$ cat config.mk
export PLATFORM = sky130hd
export DESIGN_NAME = fsm_state_reg_flat
export DESIGN_NICKNAME = d
export VERILOG_FILES = /design/src/rtl/fsm_state_reg_if.sv /design/src/rtl/fsm_state_reg.sv /design/src/flat_wrapper.sv
export SDC_FILE = /design/constraint.sdc
export NUM_CORES = 1
export LEC_CHECK = 0
export CORE_UTILIZATION = 55
export CTS_CLUSTER_DIAMETER = 200
export DETAILED_ROUTE_END_ITERATION = 8
export DONT_BUFFER_PORTS = 1
export HOLD_SLACK_MARGIN = 0.06
export PLACE_DENSITY = 0.77
export SLEW_MARGIN = 20
export SYNTH_ARGS = -nofsm -noshare
export SYNTH_HDL_FRONTEND = slang
export SYNTH_SLANG_ARGS = --single-unit
$ cat constraint.sdc
create_clock -name clk -period 1.58 [get_ports clk]
set_input_delay 0.316 -clock clk [delete_from_list [all_inputs] [get_ports clk]]
set_output_delay 0.316 -clock clk [all_outputs]
set_load 0.02 [all_outputs]
$ cat src/rtl/fsm_state_reg_if.sv
// Bus between the next-state stage and the fsm_state_reg state register.
// The prev signal exists only when FSM_STATE_REG_HISTORY_EN is defined.
interface fsm_state_reg_if #(
   parameter int STATE_W = 4,
   parameter int CNT_W   = 8
);
   logic               en;
   logic [STATE_W-1:0] next;
   logic               clr;
   logic [STATE_W-1:0] a;
   logic               changed;
   logic [CNT_W-1:0]   dwell;
   logic [CNT_W-1:0]   wraps;
   logic               illegal;
`ifdef FSM_STATE_REG_HISTORY_EN
   logic [STATE_W-1:0] prev;
`endif

   modport master (
      output en, next, clr,
      input  a, changed, dwell, wraps, illegal
`ifdef FSM_STATE_REG_HISTORY_EN
      , input prev
`endif
   );

   modport slave (
      input  en, next, clr,
      output a, changed, dwell, wraps, illegal
`ifdef FSM_STATE_REG_HISTORY_EN
      , output prev
`endif
   );
endinterface

$ cat src/rtl/fsm_state_reg.sv
// FSM state register with range check, change pulse, dwell/wrap counters.
// Optional FSM_STATE_REG_HISTORY_EN adds prev, the state held before the last change.
module fsm_state_reg #(
   parameter int NUM_STATES = 9,
   parameter int STATE_W    = 4,
   parameter int CNT_W      = 8
) (
   input logic            clk,
   input logic            rst_n,
   fsm_state_reg_if.slave bus
);

   localparam logic [STATE_W:0]   NUM_S = (STATE_W+1)'(NUM_STATES);
   localparam logic [STATE_W-1:0] LAST  = STATE_W'(NUM_STATES - 1);

   logic [STATE_W-1:0] a_q, a_d;
   logic               changed_q, changed_d;
   logic [CNT_W-1:0]   dwell_q, dwell_d;
   logic [CNT_W-1:0]   wraps_q, wraps_d;
   logic               illegal_q, illegal_d;
   logic               legal;
   logic               wrap_ev;
   logic               illegal_ev;
`ifdef FSM_STATE_REG_HISTORY_EN
   logic [STATE_W-1:0] prev_q, prev_d;
`endif

   always_comb begin
      legal      = ({1'b0, bus.next} < NUM_S);
      // Wraps count only genuine loads of 0 from the last state, never substitutions.
      wrap_ev    = bus.en && legal && (bus.next == '0) && (a_q == LAST);
      illegal_ev = bus.en && !legal;

      a_d = a_q;
      if (bus.en) begin
         a_d = legal ? bus.next : '0;
      end
      changed_d = (a_d != a_q);

      if (changed_d) begin
         dwell_d = '0;
      end else if (dwell_q == '1) begin
         dwell_d = dwell_q;
      end else begin
         dwell_d = dwell_q + CNT_W'(1);
      end

      wraps_d   = bus.clr ? '0 : wraps_q + CNT_W'(wrap_ev);
      illegal_d = bus.clr ? 1'b0 : (illegal_q | illegal_ev);

`ifdef FSM_STATE_REG_HISTORY_EN
      prev_d = changed_d ? a_q : prev_q;
`endif
   end

   always_ff @(posedge clk or negedge rst_n) begin
      if (!rst_n) begin
         a_q       <= '0;
         changed_q <= 1'b0;
         dwell_q   <= '0;
         wraps_q   <= '0;
         illegal_q <= 1'b0;
`ifdef FSM_STATE_REG_HISTORY_EN
         prev_q    <= '0;
`endif
      end else begin
         a_q       <= a_d;
         changed_q <= changed_d;
         dwell_q   <= dwell_d;
         wraps_q   <= wraps_d;
         illegal_q <= illegal_d;
`ifdef FSM_STATE_REG_HISTORY_EN
         prev_q    <= prev_d;
`endif
      end
   end

   assign bus.a       = a_q;
   assign bus.changed = changed_q;
   assign bus.dwell   = dwell_q;
   assign bus.wraps   = wraps_q;
   assign bus.illegal = illegal_q;
`ifdef FSM_STATE_REG_HISTORY_EN
   assign bus.prev    = prev_q;
`endif

endmodule

$ cat src/flat_wrapper.sv
// flat-port wrapper written by rule: the top's interface ports become plain ports
module fsm_state_reg_flat 
#(
   parameter int NUM_STATES = 9,
   parameter int STATE_W    = 4,
   parameter int CNT_W      = 8
)
  (clk, rst_n, bus_en, bus_next, bus_clr, bus_a, bus_changed, bus_dwell, bus_wraps, bus_illegal);
  fsm_state_reg_if #(.STATE_W(STATE_W), .CNT_W(CNT_W)) bus_i ();
  input logic clk;
  input logic rst_n;
  input wire logic [$bits(bus_i.en)-1:0] bus_en;
  input wire logic [$bits(bus_i.next)-1:0] bus_next;
  input wire logic [$bits(bus_i.clr)-1:0] bus_clr;
  output wire logic [$bits(bus_i.a)-1:0] bus_a;
  output wire logic [$bits(bus_i.changed)-1:0] bus_changed;
  output wire logic [$bits(bus_i.dwell)-1:0] bus_dwell;
  output wire logic [$bits(bus_i.wraps)-1:0] bus_wraps;
  output wire logic [$bits(bus_i.illegal)-1:0] bus_illegal;
  assign bus_i.en = bus_en;
  assign bus_i.next = bus_next;
  assign bus_i.clr = bus_clr;
  assign bus_a = bus_i.a;
  assign bus_changed = bus_i.changed;
  assign bus_dwell = bus_i.dwell;
  assign bus_wraps = bus_i.wraps;
  assign bus_illegal = bus_i.illegal;
  fsm_state_reg #(.NUM_STATES(NUM_STATES), .STATE_W(STATE_W), .CNT_W(CNT_W)) u_core (.clk(clk), .rst_n(rst_n), .bus(bus_i));
endmodule
==> results by group, run 1 <==
Power and ir drop
  • Peak supply drop: 598 uV
  • Design Power: approximately 1200 uW
  • Power per cell area: 793 nW/um^2
  • Leak: between 0.0006 and 0.0007 uW

Yosys
  • Yosys cell types: 39
  • Post-synth top flop: dfrtp_1
  • Post-synth EDFFs: 0
  • Syn Inst Count: 105
  • Most common cell in the netlist: dfrtp_1
  • Mux share of post-synthesis cell area: 2.71%
  • Post-Synth XOR/XNOR Area: about 8.3%
  • Synth Net Count: 116
  • Largest family of logic cells by synthesized area: simple AND/OR/NAND/NOR gates
  • Compound-Gate Fraction of Synth Area: 9.96%
  • Async set-or-reset flop fraction in the synthesized netlist: 100%
  • Synthesized area per cell: roughly 11 um^2
  • Dominant cell type by area after synthesis: dfrtp_1
  • Register area share after synthesis: 47.6%
  • Yosys top cell area share: 47.6%
  • Simple logic cell fraction of the synthesized area: about a quarter
  • Ys Warns: 0
  • Synth area leaders: dfrtp_1, xor2_1, nor2_1, ha_1, nor3_1
  • Synth top cells by count: dfrtp_1, nor2_1, xor2_1, nor3_1, nand3_1
  • Mapped Area: between 1000 and 1500 um^2
  • Synthesized flop and latch total: 22
  • Adder-cell share of the synthesized area: 3.25%

Clocking
  • Longest Clk Path Bufs: 2
  • Clock sinks: 22
  • CTS tree: built
  • Clk pin slew, worst setup/hold paths: 0.12 ns
  • Clk Latency, worst-skew pair: 0.31 ns
  • H-tree lvl count: 1
  • Clock Tree Root: clkbuf_4
  • CTS Buf Count: 3

STA
  • Worst Max-Slew Pin Slew: 0.484 ns
  • Final Cycle Share: 106%
  • Final Max Slew Viols: 0
  • Final Hold Viols: 0
  • Final setup viols: 5
  • Fmax: 0.595 GHz
  • Rel. slew slack: 67.7%
  • Final setup TNS: -0.327 ns
  • Clock skew: 0.00507 ns
  • Final Critical Period: 1.68 ns
  • RSZ-0062 raised after global routing: true
  • Post-route worst setup slack: -0.100 ns

Global routing
  • Initial antenna violation count: 0
  • Tot GR Track Use: 23.6%
  • Largest net degree at the start of global routing: 23
  • Vias in the first global route: 884
  • First-pass GRT wire length: 3680 um
  • Gr ovfl total: 0

Final layout
  • N_diodes: 0
  • Layout cells sized above 1: 33.9%
  • Final Non-Filler Cells: 154
  • Layout area overhead: 26.6%
  • # fillers: 141
  • NumNets Final: 140

Route
  • Drt wl/cell: about 16 um
  • Pre-Repair DR Iteration Count: 4
  • DRC: 0
  • M1 WL: 1020 um
  • Top sig layer: met4
  • DR vias: 923
  • DRT iter0 DRCs: 15
  • DRT Wirelength: 2470 um
  • Routed vias/inst: 5.99
  • Final ANT Viol Nets: 0
  • Routed met3 length: 164 um
  • Routed wire length on met2: ~1300 um

Floorplanning
  • Initial Util: 58.9%
  • Ports: 30
  • Chip Height: 47.8 um
  • Die Wd: 47.8 um
  • CORE AREA: 1960 um^2
  • Die ar.: approximately 2300 um^2
  • Rows: 16

Job
  • Max-cap viol count: 0

Place
  • DP HPWL: 1720 um
  • Port Buffers: 0
  • Cells after DPL: ~140
  • Routability cong.: 0.752

Critical path
  • Required time of the critical path: about 1.8 ns
  • Sequence of cells on the critical path: nor4_2, and4b_2, ha_4, and3_4, nand3_2, xor2_1, nor2_1
  • Crit path max fanout: 3
  • Bufs and invs on worst path: 0
  • Crit Path Class: register to register
  • Slowest CP cell: dfrtp_1
  • Worst setup EP type: register
  • WP data arrival: 1.89 ns
  • Largest stage delay on the critical path: a little over 0.4 ns
  • CP Launch Type: register
  • Family with the most delay on the worst path: simple AND/OR/NAND/NOR gates

Outcome
  • Status: finished with violations
  • Violations in the final reports: negative setup slack

Worst hold path
  • Hold Path Class: input pin to register
layer usage:
layer  track usage (%)  vias to the layer above
li1                  -                      430
met1              25.1                      449
met2              42.7                       41
met3              8.68                        3
met4              7.78                        0
met5                 0                        -
worst paths after layout:
check	endpoint	cells after the start	start	slack (ns)
hold reg to reg	u_core.bus.dwell[7]$_DFFE_PN0P_	2	u_core.bus.dwell[7]$_DFFE_PN0P_	0.66
setup / recovery	u_core.bus.wraps[7]$_DFF_PN0_	7	u_core.bus.a[1]$_DFF_PN0_	-0.10
hold / removal	u_core.bus.wraps[1]$_DFF_PN0_	1	bus_clr	0.05
setup reg to reg	u_core.bus.wraps[7]$_DFF_PN0_	7	u_core.bus.a[1]$_DFF_PN0_	-0.10
max in group asynchronous	u_core.bus.wraps[3]$_DFF_PN0_	2	rst_n	0.76
min in group asynchronous	u_core.bus.dwell[7]$_DFFE_PN0P_	2	rst_n	0.49
sequential cells by signal, summed over array words and instances, names as in the netlist:
| name | count |
|---|---|
| u_core.bus.dwell | 8 |
| u_core.bus.a | 4 |
| u_core.bus.wraps | 8 |
| u_core.bus.illegal | 1 |
| u_core.bus.changed | 1 |
through the flow:
stage,area (um^2),hold WS (ns),worst slack (ns),util [%]
detailed placement,1310,0.0209,-0.373,66.8
global placement,1310,0.0209,-0.280,66.8
finish,1460,0.0540,-0.100,74.6
CTS,1390,0.0564,-0.0998,70.6
global route,1460,0.0281,-0.235,74.6
floorplan,1190,0.0204,-0.229,-
cell type report:
| cell class | instances | area, um^2 | share of cell area [%] |
|---|---|---|---|
| sequential | 22 | 551 | 37.6 |
| timing repair buffer | 22 | 184 | 12.6 |
| tap | 27 | 33.8 | 2.31 |
| inverter | 4 | 15.0 | 1.03 |
| clock buffer | 3 | 22.5 | 1.54 |
| multi-input combinational | 76 | 658 | 45.0 |
what timing repair did:
item,CTS,global route
pin swaps,3,4
hold buffers,2,1
resized for setup,4,11
buffers inserted,2,1
endpoints found under the setup margin,13,14
endpoints found under the hold margin,27,30
cloned,0,1
cell usage in the layout, fill, tap and decap left out, types with 2 or more instances in the layout:
master         Yosys  final
nand3_1            6      5
dlygate4sd3_1      0      2
mux2i_1            2      2
clkbuf_4           0      3
xnor2_1            3      3
dfrtp_1           22     22
nand4_1            2      2
xor2_1             8      8
nor2_1            11     11
nor3_1             7      5
inv_1              4      3
buf_4              2     17
o21ai_0            5      4
nand3b_1           2      2
nor3_2             0      2
ha_4               0      2
nor2b_1            2      2
cells by family (layout without fill, tap and decap cells):
kind of cell | count (synthesis) | after routing
AO/OA/AOI/OAI | 14 | 15
XOR/XNOR | 11 | 11
adder cells (fa/ha/maj) | 3 | 3
buffers and inverters | 8 | 29
flip-flops | 22 | 22
multiplexers | 3 | 3
AND/OR/NAND/NOR | 44 | 44
power by group:
part	internal, uW	switching (uW)
Combinational	120	153
Clock	89.1	164
Sequential	599	37.4
(Power assumes the default switching activity.)
==> inputs of run 2 (changes only) <==
--- a/config.mk
+++ b/config.mk
@@ -7,10 +7,12 @@
 export LEC_CHECK = 0
 export CORE_UTILIZATION = 55
 export CTS_CLUSTER_DIAMETER = 200
+export CTS_CLUSTER_SIZE = 16
 export DETAILED_ROUTE_END_ITERATION = 8
 export DONT_BUFFER_PORTS = 1
 export HOLD_SLACK_MARGIN = 0.06
 export PLACE_DENSITY = 0.77
+export SETUP_SLACK_MARGIN = 0.5
 export SLEW_MARGIN = 20
 export SYNTH_ARGS = -nofsm -noshare
 export SYNTH_HDL_FRONTEND = slang
==> run 2 against run 1 <==
The run still ends with negative setup slack left. First-iteration DRC count fell by 60%. Routed wire length rose by 4.9%. Register-to-register slack got worse by 0.03 ns. Largest cell class unchanged. Largest power group unchanged. Highest routed layer unchanged.
==> results by group, run 2 (synthesized netlist as in run 1, its figures left out) <==
Clocking
  • Clock sinks: 22
  • Longest Clk Path Bufs: 2
  • H-tree lvl count: 1
  • Clk Latency, worst-skew pair: 0.31 ns
  • CTS Buf Count: 3
  • Hold Buf Count CTS: 1
  • Clock Tree Root: clkbuf_4
  • Clk pin slew, worst setup/hold paths: roughly 0.13 ns
  • CTS tree: built

Critical path
  • Required time of the critical path: around 1.8 ns
  • Bufs and invs on worst path: 0
  • WP data arrival: about 1.9 ns
  • CP Launch Type: register
  • Slowest CP cell: dfrtp_2
  • Sequence of cells on the critical path: nor4_2, and4b_2, ha_4, and3_4, nand3_2, xor2_1, nor2_1
  • Family with the most delay on the worst path: simple AND/OR/NAND/NOR gates
  • Crit path max fanout: 3
  • Crit Path Class: register to register
  • Largest stage delay on the critical path: between 0.4 and 0.5 ns
  • Worst setup EP type: register

Floorplanning
  • Die Wd: 47.8 um
  • CORE AREA: 1960 um^2
  • Chip Height: 47.8 um
  • Initial Util: 58.9%
  • Ports: 30
  • Rows: 16
  • Die ar.: about 2300 um^2

Final layout
  • Most common cell after layout, fill and taps aside: dfrtp_2
  • Layout cells sized above 1: about three fifths
  • NumNets Final: roughly 140
  • Commonest non-fill, non-tap cells in the layout: dfrtp_2, buf_6, nor2_1
  • Layout area overhead: 42.2%
  • N_diodes: 0
  • Design Area, Final: 1640 um^2
  • # fillers: between 100 and 150

Route
  • DRC: 0
  • Final ANT Viol Nets: 0
  • DRT iter0 DRCs: 6
  • Pre-Repair DR Iteration Count: 4
  • Drt wl/cell: 16.9 um
  • DRT Wirelength: about 2600 um
  • Routed vias/inst: a little under 6
  • DR vias: 902

STA
  • Post-route worst setup slack: -0.129 ns
  • Fmax: 0.585 GHz
  • Rel. slew slack: 34.6%
  • Final Cycle Share: 108%
  • Final setup viols: 5
  • RSZ-0062 raised after global routing: true
  • Clock skew: around 0.0034 ns
  • Final Critical Period: about 1.7 ns
  • Hold slack: approximately 0.036 ns
  • Worst Max-Slew Pin Slew: 0.982 ns
  • Final Hold Viols: 0
  • Final setup TNS: -0.503 ns
  • Final Max Slew Viols: 0

Outcome
  • Violations in the final reports: negative setup slack
  • Status: finished with violations

Power and ir drop
  • Peak supply drop: between 500 and 600 uV
  • Leak: between 0.0006 and 0.0007 uW
  • Design Power: 1420 uW
  • Power per cell area: around 870 nW/um^2

Global routing
  • Tot GR Track Use: about a quarter
  • Gr ovfl total: 0
  • First-pass GRT wire length: approximately 3800 um
  • Initial antenna violation count: 0
  • Largest net degree at the start of global routing: 23
  • Vias in the first global route: 931

Place
  • DP HPWL: 1800 um
  • Area after DPL: 1420 um^2
  • Routability cong.: approximately 0.78
  • Port Buffers: 0

Worst hold path
  • Hold Path Class: input pin to register

Job
  • Max-cap viol count: 0
[run 2: cell types whose count changed in the layout (fill, tap and decap cells not counted), moves of 4 or more]
cell,previous run,this run
dfrtp_1,22,5
dfrtp_2,0,17
buf_6,1,15
buf_4,17,4
nor3_1,5,0
nor3_2,2,6
[run 2: cell type report]
cell class | instances | area (um^2) | share of cell area (%)
Multi-Input combinational cell | 75 | 739 | 45.0
Sequential cell | 22 | 572 | 34.8
Timing Repair Buffer | 21 | 231 | 14.1
Tap cell | 27 | 33.8 | 2.05
Clock inverter | 1 | 30.0 | 1.83
Clock buffer | 3 | 22.5 | 1.37
Inverter | 4 | 15.0 | 0.913
[run 2: layer usage]
metal	track usage, %	wire length [um]	part of all wire [%]
met1	26.8	1040	40
met2	45.1	1440	55
met3	6.04	94	3.6
met4	12.8	21	0.81
met5	0	0	0
[run 2: path summary, 6_finish.rpt]
| kind | cells after the start | slack [ns] | end | from |
|---|---|---|---|---|
| min | 1 | 0.04 | u_core.bus.wraps[1]$_DFF_PN0_ | bus_clr |
| min reg2reg | 1 | 0.62 | u_core.bus.a[3]$_DFF_PN0_ | u_core.bus.a[3]$_DFF_PN0_ |
| min in group asynchronous | 1 | 0.22 | u_core.bus.wraps[2]$_DFF_PN0_ | rst_n |
| max in group asynchronous | 1 | 0.70 | u_core.bus.dwell[0]$_DFFE_PN0P_ | rst_n |
| max | 7 | -0.13 | u_core.bus.wraps[5]$_DFF_PN0_ | u_core.bus.a[0]$_DFF_PN0_ |
| max reg2reg | 7 | -0.13 | u_core.bus.wraps[5]$_DFF_PN0_ | u_core.bus.a[0]$_DFF_PN0_ |
[run 2: timing repair]
item / in CTS / in global routing
pin swaps: 6 / 7
setup buffers: 0 / 3
hold endpoints to repair: 31 / 9
resized for setup: 20 / 18
setup endpoints to repair: 39 / 61
[run 2: metrics by stage]
stage                     cells  util, %  worst slack (ns)
after CTS                   150     79.1            -0.140
after detailed placement    145     72.6            -0.362
after global routing        153     83.8            -0.179
final                       153     83.8            -0.129
after global placement      145     72.6            -0.270
after floorplan             105        -            -0.229
[run 2: report_power, final]
part / leakage [uW] / switching (uW) / internal (uW)
Sequential: 0.000272 / 48.3 / 606
Combinational: 0.000337 / 168 / 166
Clock: 0.0000279 / 179 / 256
